## config.mk

```make
export PLATFORM = sky130hd
export DESIGN_NAME = crc5_r_flat
export DESIGN_NICKNAME = d
export VERILOG_FILES = /design/src/rtl/crc5_r_pkg.sv /design/src/rtl/crc5_r_if.sv /design/src/rtl/crc5_r_crc5.sv /design/src/rtl/crc5_r.sv /design/src/flat_wrapper.sv
export SDC_FILE = /design/constraint.sdc
export NUM_CORES = 1
export LEC_CHECK = 0
export ABC_AREA = 1
export CAP_MARGIN = 15
export CORE_ASPECT_RATIO = 1.2
export CORE_UTILIZATION = 35
export DETAILED_ROUTE_END_ITERATION = 8
export PLACE_DENSITY = 0.62
export SETUP_SLACK_MARGIN = 0.5
export SYNTH_ARGS = -nofsm -noshare
export SYNTH_HDL_FRONTEND = slang
export SYNTH_SLANG_ARGS = --single-unit
```

## constraint.sdc

```tcl
create_clock -name clk -period 2.8 [get_ports clk]
set_clock_uncertainty 0.2 [all_clocks]
set_input_delay 0.28 -clock clk [delete_from_list [all_inputs] [get_ports clk]]
set_output_delay 0.28 -clock clk [all_outputs]
set_load 0.1 [all_outputs]
```

## src/rtl/crc5_r_pkg.sv

```systemverilog
// Shared USB receive definitions: PID type codes, CRC5 seed, FSM encodings.
// Latency: n/a (types, constants and pure functions only).
// Backpressure: n/a.
package crc5_r_pkg;

    localparam int PID_W  = 4;
    localparam int ADDR_W = 7;
    localparam int ENDP_W = 4;

    // PID type is carried in the low two bits of the PID nibble.
    localparam logic [1:0] PID_TYPE_SPECIAL   = 2'b00;
    localparam logic [1:0] PID_TYPE_TOKEN     = 2'b01;
    localparam logic [1:0] PID_TYPE_HANDSHAKE = 2'b10;
    localparam logic [1:0] PID_TYPE_DATA      = 2'b11;

    localparam logic [4:0] CRC5_SEED = 5'h1f;

    // Receive FSM state encodings.
    typedef enum logic [2:0] {
        ST_IDLE = 3'd0,
        ST_TOK1 = 3'd1,
        ST_TOK2 = 3'd2,
        ST_OUT  = 3'd3,
        ST_DROP = 3'd4
    } rx_state_t;

    // Decoded packet as handed to the transfer layer.
    typedef struct packed {
        logic [PID_W-1:0]  pid;
        logic [ADDR_W-1:0] addr;
        logic [ENDP_W-1:0] endp;
    } rx_pkt_t;

    // A PID byte carries its own check nibble: upper half is the complement of the lower.
    function automatic logic pid_is_valid(input logic [7:0] b);
        return b[7:4] == ~b[3:0];
    endfunction

    // The CRC field on the wire is the complemented residue, bit-reversed.
    function automatic logic [4:0] crc5_wire_field(input logic [4:0] c);
        return ~{c[0], c[1], c[2], c[3], c[4]};
    endfunction

endpackage

```

## src/rtl/crc5_r_if.sv

```systemverilog
// Bundle of the byte stream from control_r and the decoded-packet stream.
// Latency: n/a (wires only).
// Backpressure: rx_from_ready stalls the byte stream, rx_ready stalls the packet stream.
interface crc5_r_if;
    import crc5_r_pkg::*;

    // byte stream in from control_r
    logic              rx_from_sop;
    logic              rx_from_eop;
    logic              rx_from_valid;
    logic              rx_from_ready;
    logic [7:0]        rx_from_data;

    // link-control side
    logic              rx_con_pid_en;
    logic [PID_W-1:0]  rx_con_pid;

    // decoded packet out to the transfer layer
    logic [PID_W-1:0]  rx_pid;
    logic [ADDR_W-1:0] rx_addr;
    logic [ENDP_W-1:0] rx_endp;
    logic              rx_valid;
    logic              rx_ready;

    // error pulses
    logic              rx_pid_err;
    logic              rx_crc_err;
    logic              rx_len_err;

    // Environment side: drives bytes, consumes packets.
    modport master (
        output rx_from_sop, rx_from_eop, rx_from_valid, rx_from_data, rx_ready,
        input  rx_from_ready, rx_con_pid_en, rx_con_pid,
        input  rx_pid, rx_addr, rx_endp, rx_valid,
        input  rx_pid_err, rx_crc_err, rx_len_err
    );

    // Decoder side: consumes bytes, produces packets.
    modport slave (
        input  rx_from_sop, rx_from_eop, rx_from_valid, rx_from_data, rx_ready,
        output rx_from_ready, rx_con_pid_en, rx_con_pid,
        output rx_pid, rx_addr, rx_endp, rx_valid,
        output rx_pid_err, rx_crc_err, rx_len_err
    );

endinterface

```

## src/rtl/crc5_r_crc5.sv

```systemverilog
// Combinational USB CRC5 (x^5+x^2+1) over 11 bits, d[10] shifted in first.
// Latency: combinational.
// Backpressure: none.
module crc5_r_crc5 (
    input  logic [4:0]  c,
    input  logic [10:0] d,
    output logic [4:0]  c_out
);

    // Unrolled serial LFSR: one shift per data bit, feedback taps at bits 0 and 2.
    always_comb begin
        logic [4:0] w_lfsr;
        w_lfsr = c;
        for (int i = 10; i >= 0; i--) begin
            if (w_lfsr[4] ^ d[i]) begin
                w_lfsr = {w_lfsr[3:0], 1'b0} ^ 5'h05;
            end else begin
                w_lfsr = {w_lfsr[3:0], 1'b0};
            end
        end
        c_out = w_lfsr;
    end

endmodule

```

## src/rtl/crc5_r.sv

```systemverilog
// USB receive packet decoder: checks PID, parses token/handshake, verifies token CRC5.
// Latency: rx_valid rises the cycle after the eop byte is accepted; error pulses one cycle after their byte.
// Backpressure: rx_from_ready drops while a decoded packet waits in OUT for rx_ready.
module crc5_r
    import crc5_r_pkg::*;
(
    input  logic      clk,
    input  logic      rst,
    crc5_r_if.slave   bus
);

    rx_state_t         r_state;
    rx_state_t         w_next;

    logic              w_from_rdy;
    logic              w_fire;

    // token work registers, filled as the token bytes arrive
    logic [ADDR_W-1:0] r_tok_addr;
    logic              r_tok_endp0;
    logic [ADDR_W-1:0] w_tok_addr_nxt;
    logic              w_tok_endp0_nxt;

    // packet presented on the output while in OUT
    rx_pkt_t           r_out;
    rx_pkt_t           w_out_nxt;
    logic              w_load_out;

    logic [PID_W-1:0]  r_con_pid;
    logic              r_con_pid_en;
    logic              w_con_en;

    // raw error conditions before prioritisation
    logic              w_pid_flag;
    logic              w_len_flag;
    logic              w_crc_flag;
    logic              r_pid_err;
    logic              r_len_err;
    logic              r_crc_err;

    logic              w_pid_byte;
    logic [10:0]       w_crc_d;
    logic [4:0]        w_crc_out;
    logic              w_crc_ok;
    logic [ENDP_W-1:0] w_tok_endp;

    assign w_from_rdy = (r_state != ST_OUT);
    assign w_fire     = bus.rx_from_valid & w_from_rdy;

    // Endpoint is complete only once the TOK2 byte is on the bus.
    assign w_tok_endp = {bus.rx_from_data[2:0], r_tok_endp0};
    assign w_crc_d    = {w_tok_endp, r_tok_addr};

    crc5_r_crc5 u_crc5 (
        .c     (CRC5_SEED),
        .d     (w_crc_d),
        .c_out (w_crc_out)
    );

    assign w_crc_ok = (bus.rx_from_data[7:3] == crc5_wire_field(w_crc_out));

    // Next-state, field capture and raw error flags for the accepted byte.
    always_comb begin
        w_next          = r_state;
        w_pid_byte      = 1'b0;
        w_pid_flag      = 1'b0;
        w_len_flag      = 1'b0;
        w_crc_flag      = 1'b0;
        w_con_en        = 1'b0;
        w_load_out      = 1'b0;
        w_out_nxt       = r_out;
        w_tok_addr_nxt  = r_tok_addr;
        w_tok_endp0_nxt = r_tok_endp0;

        case (r_state)
            ST_IDLE: begin
                // bytes outside a packet are ignored until a sop arrives
                if (w_fire && bus.rx_from_sop) begin
                    w_pid_byte = 1'b1;
                end
            end
            ST_TOK1: begin
                if (w_fire) begin
                    if (bus.rx_from_sop) begin
                        w_len_flag = 1'b1;
                        w_pid_byte = 1'b1;
                    end else begin
                        w_tok_addr_nxt  = bus.rx_from_data[6:0];
                        w_tok_endp0_nxt = bus.rx_from_data[7];
                        if (bus.rx_from_eop) begin
                            w_len_flag = 1'b1;
                            w_next     = ST_IDLE;
                        end else begin
                            w_next = ST_TOK2;
                        end
                    end
                end
            end
            ST_TOK2: begin
                if (w_fire) begin
                    if (bus.rx_from_sop) begin
                        w_len_flag = 1'b1;
                        w_pid_byte = 1'b1;
                    end else if (!bus.rx_from_eop) begin
                        w_len_flag = 1'b1;
                        w_next     = ST_DROP;
                    end else if (w_crc_ok) begin
                        w_load_out     = 1'b1;
                        w_out_nxt.pid  = r_con_pid;
                        w_out_nxt.addr = r_tok_addr;
                        w_out_nxt.endp = w_tok_endp;
                        w_next         = ST_OUT;
                    end else begin
                        w_crc_flag = 1'b1;
                        w_next     = ST_IDLE;
                    end
                end
            end
            ST_OUT: begin
                if (bus.rx_ready) begin
                    w_next = ST_IDLE;
                end
            end
            ST_DROP: begin
                if (w_fire) begin
                    if (bus.rx_from_sop) begin
                        w_len_flag = 1'b1;
                        w_pid_byte = 1'b1;
                    end else if (bus.rx_from_eop) begin
                        w_next = ST_IDLE;
                    end
                end
            end
            default: begin
                w_next = ST_IDLE;
            end
        endcase

        // A sop byte is always a PID byte, whichever state it interrupted.
        if (w_pid_byte) begin
            if (!pid_is_valid(bus.rx_from_data)) begin
                w_pid_flag = 1'b1;
                w_next     = bus.rx_from_eop ? ST_IDLE : ST_DROP;
            end else begin
                w_con_en = 1'b1;
                case (bus.rx_from_data[1:0])
                    PID_TYPE_HANDSHAKE: begin
                        if (bus.rx_from_eop) begin
                            w_load_out     = 1'b1;
                            w_out_nxt.pid  = bus.rx_from_data[3:0];
                            w_out_nxt.addr = '0;
                            w_out_nxt.endp = '0;
                            w_next         = ST_OUT;
                        end else begin
                            w_len_flag = 1'b1;
                            w_next     = ST_DROP;
                        end
                    end
                    PID_TYPE_TOKEN: begin
                        if (bus.rx_from_eop) begin
                            w_len_flag = 1'b1;
                            w_next     = ST_IDLE;
                        end else begin
                            w_next = ST_TOK1;
                        end
                    end
                    PID_TYPE_DATA: begin
                        // data packets are not decoded here
                        w_next = bus.rx_from_eop ? ST_IDLE : ST_DROP;
                    end
                    default: begin
                        w_pid_flag = 1'b1;
                        w_next     = bus.rx_from_eop ? ST_IDLE : ST_DROP;
                    end
                endcase
            end
        end
    end

    // State register, captured fields and prioritised single-cycle pulses.
    always_ff @(posedge clk) begin
        if (rst) begin
            r_state      <= ST_IDLE;
            r_tok_addr   <= '0;
            r_tok_endp0  <= 1'b0;
            r_out        <= '0;
            r_con_pid    <= '0;
            r_con_pid_en <= 1'b0;
            r_pid_err    <= 1'b0;
            r_len_err    <= 1'b0;
            r_crc_err    <= 1'b0;
        end else begin
            r_state      <= w_next;
            r_tok_addr   <= w_tok_addr_nxt;
            r_tok_endp0  <= w_tok_endp0_nxt;
            r_con_pid_en <= w_con_en;
            if (w_con_en) begin
                r_con_pid <= bus.rx_from_data[3:0];
            end
            if (w_load_out) begin
                r_out <= w_out_nxt;
            end
            // one error per cycle: pid beats len beats crc
            r_pid_err <= w_pid_flag;
            r_len_err <= w_len_flag & ~w_pid_flag;
            r_crc_err <= w_crc_flag & ~w_pid_flag & ~w_len_flag;
        end
    end

    assign bus.rx_from_ready = w_from_rdy;
    assign bus.rx_valid      = (r_state == ST_OUT);
    assign bus.rx_pid        = r_out.pid;
    assign bus.rx_addr       = r_out.addr;
    assign bus.rx_endp       = r_out.endp;
    assign bus.rx_con_pid_en = r_con_pid_en;
    assign bus.rx_con_pid    = r_con_pid;
    assign bus.rx_pid_err    = r_pid_err;
    assign bus.rx_len_err    = r_len_err;
    assign bus.rx_crc_err    = r_crc_err;

endmodule

```

## src/flat_wrapper.sv

```systemverilog
// flat-port wrapper written by rule: the top's interface ports become plain ports
module crc5_r_flat import crc5_r_pkg::*;
  (clk, rst, bus_rx_from_sop, bus_rx_from_eop, bus_rx_from_valid, bus_rx_from_data, bus_rx_ready, bus_rx_from_ready, bus_rx_con_pid_en, bus_rx_con_pid, bus_rx_pid, bus_rx_addr, bus_rx_endp, bus_rx_valid, bus_rx_pid_err, bus_rx_crc_err, bus_rx_len_err);
  crc5_r_if bus_i ();
  input  logic clk;
  input  logic rst;
  input wire logic [$bits(bus_i.rx_from_sop)-1:0] bus_rx_from_sop;
  input wire logic [$bits(bus_i.rx_from_eop)-1:0] bus_rx_from_eop;
  input wire logic [$bits(bus_i.rx_from_valid)-1:0] bus_rx_from_valid;
  input wire logic [$bits(bus_i.rx_from_data)-1:0] bus_rx_from_data;
  input wire logic [$bits(bus_i.rx_ready)-1:0] bus_rx_ready;
  output wire logic [$bits(bus_i.rx_from_ready)-1:0] bus_rx_from_ready;
  output wire logic [$bits(bus_i.rx_con_pid_en)-1:0] bus_rx_con_pid_en;
  output wire logic [$bits(bus_i.rx_con_pid)-1:0] bus_rx_con_pid;
  output wire logic [$bits(bus_i.rx_pid)-1:0] bus_rx_pid;
  output wire logic [$bits(bus_i.rx_addr)-1:0] bus_rx_addr;
  output wire logic [$bits(bus_i.rx_endp)-1:0] bus_rx_endp;
  output wire logic [$bits(bus_i.rx_valid)-1:0] bus_rx_valid;
  output wire logic [$bits(bus_i.rx_pid_err)-1:0] bus_rx_pid_err;
  output wire logic [$bits(bus_i.rx_crc_err)-1:0] bus_rx_crc_err;
  output wire logic [$bits(bus_i.rx_len_err)-1:0] bus_rx_len_err;
  assign bus_i.rx_from_sop = bus_rx_from_sop;
  assign bus_i.rx_from_eop = bus_rx_from_eop;
  assign bus_i.rx_from_valid = bus_rx_from_valid;
  assign bus_i.rx_from_data = bus_rx_from_data;
  assign bus_i.rx_ready = bus_rx_ready;
  assign bus_rx_from_ready = bus_i.rx_from_ready;
  assign bus_rx_con_pid_en = bus_i.rx_con_pid_en;
  assign bus_rx_con_pid = bus_i.rx_con_pid;
  assign bus_rx_pid = bus_i.rx_pid;
  assign bus_rx_addr = bus_i.rx_addr;
  assign bus_rx_endp = bus_i.rx_endp;
  assign bus_rx_valid = bus_i.rx_valid;
  assign bus_rx_pid_err = bus_i.rx_pid_err;
  assign bus_rx_crc_err = bus_i.rx_crc_err;
  assign bus_rx_len_err = bus_i.rx_len_err;
  crc5_r u_core (.clk(clk), .rst(rst), .bus(bus_i));
endmodule
```

==> results by group, run 1 <==
Timing
  • Max Slew Vio Count: 0
  • Setup_tns: 0 ps
  • Max_slew headroom: 0.670
  • Setup ws final: 586 ps
  • Tcrit/Tclk final: 0.791
  • Finish-stage setup viols: 0
  • RSZ-0062 raised after global routing: yes
  • Upper clock frequency limit: 452 MHz
  • Hold Vio Cnt, Final: 0
  • Worst slew pin tran: 495 ps
  • Min cycle time layout: 2210 ps

Yosys
  • Post-synth EDFFs: 0
  • Mapped cell area: 2130 sq um
  • Cell count after synthesis: 326
  • Avg Cell Area, Syn: 6.52 sq um
  • Ys async rst share: 0
  • Post-synthesis cell type count: 38
  • Yosys reg bits: 34
  • Main synth FF type: dfxtp_1
  • Ys Warns: 0
  • Sequential area share after synthesis: 0.320
  • Syn_nets: 344

Clock tree
  • CTS Buf Count: 5
  • H-tree Lvls: 2
  • CTS clk-pin slew, worst paths: 70 ps
  • Clk_lat worst skew: 280 ps
  • # clock sinks: 34
  • Bufs on Longest Clock Path: 2
  • CTS root buf: clkbuf_8
  • TritonCTS clock tree: done

Worst setup path
  • Setup crit end kind: flop
  • Max FO, Critical Path: 6
  • Required time of the critical path: 2770 ps
  • Critical-path top delay cell: dfxtp_4
  • Reg-to-reg endpoint: u_core.bus.rx_addr[1]
  • Arr. time, crit path: 2190 ps
  • Reg2reg start: u_core.r_tok_addr[4]
  • Crit path launch type: flop
  • Reg-to-reg slack, setup: 590 ps
  • Setup Crit Path Kind: reg2reg
  • FF-to-FF path depth: 14
  • Biggest cell delay along the critical path: 370 ps
  • CP Cell Sequence: nand2_4 -> inv_4 -> o21ai_4 -> nand2_4 -> nand2_4 -> nand2_2 -> nand2_2 -> nand2_2 -> nor2_4 -> nand4_4 -> buf_12 -> clkbuf_16 -> nor2_2 -> nor3b_1

Layout
  • Fin cells: 459
  • P&R area growth vs syn: 38.8%
  • Final nets: 396
  • Layout cells sized above 1: 0.309
  • Post-route cell area: 2950 sq um
  • Antenna cells: 0

Outcome
  • Run status: finished clean

Placed design
  • HPWL Detailed: 3850 um
  • Final GP Congestion: 0.875
  • Inst Count DP: 441
  • Place WS: -9.70 ps
  • Placed instance area: 2570 sq um
  • Port bufs: 38

Floorplan
  • Die width: 73.2 um
  • Initial Utilization: 0.370
  • Die area: 6390 sq um
  • Die Ht: 87.4 um
  • Core ar.: 5740 sq um
  • I/O pins: 39
  • Cell row count: 30

Global routing
  • Congestion Overflow GR: 0
  • Largest net degree at the start of global routing: 16
  • Initial antenna violation count: 0
  • Global-route wire length before repair: 8820 um
  • Total GRT Usage: 0.179
  • Vias in the first global route: 1,931

Drt
  • Via density: 4.67
  • DRT iter0 DRCs: 75
  • Final ANT Viol Nets: 0
  • Drt drc: 0
  • DR WL/cell: 12.0 um
  • 1st-pass router iterations: 4
  • Post-Route WL: 5510 um
  • Routed via count: 2,144

Power and ir drop
  • Overall power: 1.57 mW
  • Lkg Pwr: 1.46 nW
  • Maximum VDD drop: 0.302 mV
  • Pwr dens: 532 nW/um^2

Flow run
  • Max-Cap Viols: 0

Min path
  • Hold endpoint: u_core.bus.rx_con_pid[0]
  • Hold_sp: bus_rx_from_data[0]
  • Worst Hold Depth: 3
  • Hold/Removal Path Class: in2reg
## worst max-delay path by stage
stage / cells past startpoint / from / slack [ps] / endpoint
finish: 14 / u_core.r_tok_addr[4] / 590 / u_core.bus.rx_addr[1]
global route: 14 / u_core.r_tok_addr[5] / 450 / u_core.bus.rx_addr[4]
CTS: 17 / u_core.r_tok_endp0 / 500 / u_core.bus.rx_endp[2]
detailed placement: 17 / bus_rx_from_data[0] / -10 / u_core.bus.rx_addr[4]
global placement: 17 / bus_rx_from_data[0] / 40 / u_core.bus.rx_addr[4]
floorplan: 13 / u_core.r_state[2] / 690 / u_core.r_state[0]
## worst max-delay path: cells and delay by family (launching register included)
| family | cells | cell delay, ps |
|---|---|---|
| flops | 1 | 370 |
| compound gates | 1 | 200 |
| buf+inv | 3 | 410 |
| simple gates | 10 | 920 |
## cells in the final DEF (no fill, tap or decap), drive strengths merged, types with 2 or more instances in the layout
cell           instances
nand2                101
inv                   55
buf                   43
dfxtp                 34
nor2                  29
a21oi                 26
nand3                 18
o21ai                 14
nor3b                 11
clkdlybuf4s50         10
clkbuf                 9
ha                     4
xnor2                  3
nand3b                 3
o22ai                  3
nand4                  3
a31oi                  2
clkinv                 2
## layout make-up
type / count / area [sq um]
clock buffer: 7 / 86.3
inverter: 56 / 230
multi-input combinational: 225 / 1290
fill: 587 / 2790
clock inverter: 1 / 5.00
sequential: 34 / 696
timing repair buffer: 56 / 542
tap: 80 / 100
## cells by family (layout without fill, tap and decap cells)
| family | count (synthesis) | after routing | share of synthesized area |
|---|---|---|---|
| simple gates | 168 | 168 | 0.374 |
| buf+inv | 67 | 120 | 0.138 |
| compound gates | 49 | 49 | 0.128 |
| flops | 34 | 34 | 0.320 |
| fa+ha+maj | 4 | 4 | 0.0235 |
| xor+xnor | 3 | 3 | 0.0124 |
| mux | 1 | 1 | 0.00471 |
## through the flow
| stage | hold slack, ps | util |
|---|---|---|
| finish | 211 | 0.514 |
| global placement | 274 | 0.447 |
| global route | 229 | 0.514 |
| CTS | 280 | 0.483 |
| detailed placement | 268 | 0.447 |
| floorplan | 246 | - |
## where the power goes
part,internal [mW],switching (mW)
Sequential,0.523,0.0381
Clock,0.198,0.173
Combinational,0.219,0.419
Total,0.940,0.631
## synthesized netlist by cell type, types with 2 or more instances
library cell | number | area, sq um
nand4_1 | 2 | 12.5
nand3_1 | 17 | 85.1
a21oi_1 | 25 | 125
nand2_2 | 4 | 25.0
dfxtp_1 | 34 | 681
xnor2_1 | 3 | 26.3
clkbuf_1 | 2 | 7.51
inv_2 | 7 | 26.3
a31oi_1 | 2 | 12.5
buf_6 | 3 | 33.8
nand2_1 | 97 | 364
buf_4 | 2 | 15.0
nor2_4 | 2 | 22.5
nand3b_1 | 3 | 22.5
ha_1 | 4 | 50.1
nor2_1 | 25 | 93.8
inv_1 | 47 | 176
buf_2 | 3 | 15.0
o22ai_1 | 3 | 18.8
o21ai_0 | 13 | 65.1
nor3b_1 | 6 | 45.0
nor2_2 | 2 | 12.5
nor3b_2 | 5 | 62.6
## sequential cells by signal (all words and copies together), names as in the netlist
| signal | cells |
|---|---|
| u_core.bus.rx_len_err | 1 |
| u_core.bus.rx_pid_err | 1 |
| u_core.r_tok_addr | 7 |
| u_core.bus.rx_pid | 4 |
| u_core.bus.rx_addr | 7 |
| u_core.r_tok_endp0 | 1 |
| u_core.bus.rx_endp | 4 |
| u_core.r_state | 3 |
| u_core.bus.rx_con_pid | 4 |
| u_core.bus.rx_con_pid_en | 1 |
| u_core.bus.rx_crc_err | 1 |
## routing by layer
metal / up-vias / wire [um] / GRT usage
met5: - / 0 / 0
met4: 0 / 53 / 0.0428
met3: 6 / 262 / 0.0347
met2: 53 / 2750 / 0.315
met1: 951 / 2440 / 0.222
li1: 1134 / - / -
## repair_timing
action / CTS / global route
setup buffers: 4 / 3
hold buffers: 0 / 0
resized for setup: 13 / 52
pin swaps: 2 / 19
endpoints found under the setup margin: 15 / 16
gates cloned: 2 / 1
(Power assumes the default switching activity.)
==> run 2: changes to the inputs <==
--- a/config.mk
+++ b/config.mk
@@ -10,7 +10,7 @@
 export CORE_ASPECT_RATIO = 1.2
 export CORE_UTILIZATION = 35
 export DETAILED_ROUTE_END_ITERATION = 8
-export PLACE_DENSITY = 0.62
+export PLACE_DENSITY = 0.64
 export SETUP_SLACK_MARGIN = 0.5
 export SYNTH_ARGS = -nofsm -noshare
 export SYNTH_HDL_FRONTEND = slang
==> constraint.sdc (replaced) <==
create_clock -name clk -period 2 [get_ports clk]
set_clock_uncertainty 0.2 [all_clocks]
set_input_delay 0.2 -clock clk [delete_from_list [all_inputs] [get_ports clk]]
set_output_delay 0.2 -clock clk [all_outputs]
set_load 0.1 [all_outputs]
==> results by group, run 2 (synthesized netlist as in run 1, its figures left out) <==
Outcome
  • Run status: finished, violations left
  • Failing checks: setup timing

Global routing
  • Largest net degree at the start of global routing: 13
  • Congestion Overflow GR: 0
  • Initial antenna violation count: 0
  • Global-route wire length before repair: 11,400 um
  • Vias in the first global route: 2,496
  • Total GRT Usage: 0.237

Clock tree
  • CTS clk-pin slew, worst paths: 80 ps
  • Clk_lat worst skew: 300 ps
  • TritonCTS clock tree: done
  • Bufs on Longest Clock Path: 2
  • H-tree Lvls: 2
  • # clock sinks: 34
  • CTS Buf Count: 5
  • CTS root buf: clkbuf_8

Timing
  • Max Slew Vio Count: 0
  • Hold_ws: 233 ps
  • Setup_tns: -3450 ps
  • Worst slew pin tran: 493 ps
  • Setup ws final: -226 ps
  • Max_slew headroom: 0.667
  • Min cycle time layout: 2230 ps
  • Hold Vio Cnt, Final: 0
  • Upper clock frequency limit: 449 MHz
  • Finish-stage setup viols: 19
  • Tcrit/Tclk final: 1.11
  • RSZ-0062 raised after global routing: yes

Min path
  • Worst Hold Depth: 3
  • Hold/Removal Path Class: in2reg

Floorplan
  • I/O pins: 39
  • Die area: 6390 sq um
  • Initial Utilization: 0.370
  • Die width: 73.2 um
  • Die Ht: 87.4 um
  • Cell row count: 30
  • Core ar.: 5740 sq um

Layout
  • Antenna cells: 0
  • Final nets: 466
  • Most frequent cells in the layout: buf_4 (69), nand2_1 (55), inv_1 (37)
  • P&R area growth vs syn: 92.5%
  • Util after Layout: 0.713
  • Most common library cell in the layout ignoring fill and taps: buf_4
  • Layout cells sized above 1: 0.586
  • Fin cells: 529

Worst setup path
  • Crit path launch type: flop
  • Arr. time, crit path: 2250 ps
  • FF-to-FF path depth: 17
  • Max FO, Critical Path: 6
  • Setup Crit Path Kind: reg2reg
  • Critical-path top delay cell: dfxtp_4
  • Biggest cell delay along the critical path: 400 ps
  • CP Depth: 17
  • Required time of the critical path: 2030 ps
  • WP buf/inv: 4
  • Setup crit end kind: flop
  • CP Cell Sequence: inv_6 -> nand2_4 -> nand2_2 -> nand2_2 -> nand2_2 -> nand2_2 -> nand2_2 -> inv_1 -> nand2_1 -> nand2_1 -> nand2_2 -> nor2_4 -> nand4_4 -> buf_6 -> buf_16 -> nand2_1 -> nor3b_2
  • Reg-to-reg slack, setup: -230 ps
  • Critical path's most frequent cell: nand2_2
  • CP top delay family: simple AND/OR/NAND/NOR gates

Drt
  • Drt drc: 0
  • Post-Route WL: 8100 um
  • Routed via count: 2,669
  • Via density: 5.05
  • DR WL/cell: 15.3 um
  • DRT iter0 DRCs: 139
  • 1st-pass router iterations: 5
  • Final ANT Viol Nets: 0

Placed design
  • Inst Count DP: 473
  • Port bufs: 38
  • HPWL Detailed: 4200 um
  • Final GP Congestion: 0.880
  • Place WS: -582 ps

Flow run
  • Max-Cap Viols: 0

Power and ir drop
  • Lkg Pwr: 1.92 nW
  • Maximum VDD drop: 0.673 mV
  • Pwr dens: 755 nW/um^2
[run 2: changes by cell type in the layout (fill, tap and decap cells not counted), sizes merged]
| cell | change |
|---|---|
| inv | -1 |
| clkinv | -1 |
| clkbuf | -4 |
| buf | +70 |
| bufinv | +1 |
| clkdlybuf4s50 | -4 |
| dlygate4sd2 | +6 |
| clkinvlp | +3 |
[run 2: timing repair]
action / CTS / global route
gates resized for setup: 123 / 80
endpoints found under the hold margin: 0 / 0
pin swaps: 25 / 35
endpoints found under the setup margin: 34 / 36
hold buffers: 0 / 0
setup buffers: 33 / 11
cloned: 4 / 0
[run 2: final cells by class]
class	count	area [sq um]
clock buffers	5	68.8
clock inverters	3	45.0
fillers	413	1650
inverters	56	244
multi-input cells	225	1670
flip-flops and latches	34	712
well taps	80	100
repair buffers	126	1250
[run 2: metrics by stage]
| step | area (sq um) | total power, mW |
|---|---|---|
| finish | 4100 | 3.09 |
| CTS | 3740 | 2.81 |
| detailed placement | 2900 | 1.79 |
| floorplan | 2230 | 1.46 |
| global route | 4100 | 3.23 |
| global placement | 2900 | 1.77 |
[run 2: report_power, final]
| part | leakage [nW] | internal (mW) | switching (mW) |
|---|---|---|---|
| Combinational | 1.58 | 0.716 | 0.903 |
| Clock | 0.0504 | 0.371 | 0.283 |
| Sequential | 0.282 | 0.745 | 0.0748 |
| Total | 1.92 | 1.83 | 1.26 |
[run 2: final timing paths]
| path | startpoint | endpoint |
|---|---|---|
| setup / recovery | u_core.r_tok_addr[6] | u_core.bus.rx_endp[2] |
| hold / removal | bus_rx_from_data[5] | u_core.r_tok_addr[5] |
| setup reg to reg | u_core.r_tok_addr[6] | u_core.bus.rx_endp[2] |
| hold reg to reg | u_core.bus.rx_pid[0] | u_core.bus.rx_pid[0] |
[run 2: routing by layer]
metal | vias to the layer above | global-route usage | part of all wire
li1 | 1278 | - | -
met1 | 1262 | 0.239 | 0.35
met2 | 101 | 0.456 | 0.56
met3 | 28 | 0.0417 | 0.049
met4 | 0 | 0.119 | 0.043
met5 | - | 0 | 0
[run 2: worst reg2reg max path: cells and delay by family, from the launching register on]
family | cells | cell delay (ps)
buf+inv | 4 | 460
flops | 1 | 400
simple gates | 13 | 1100
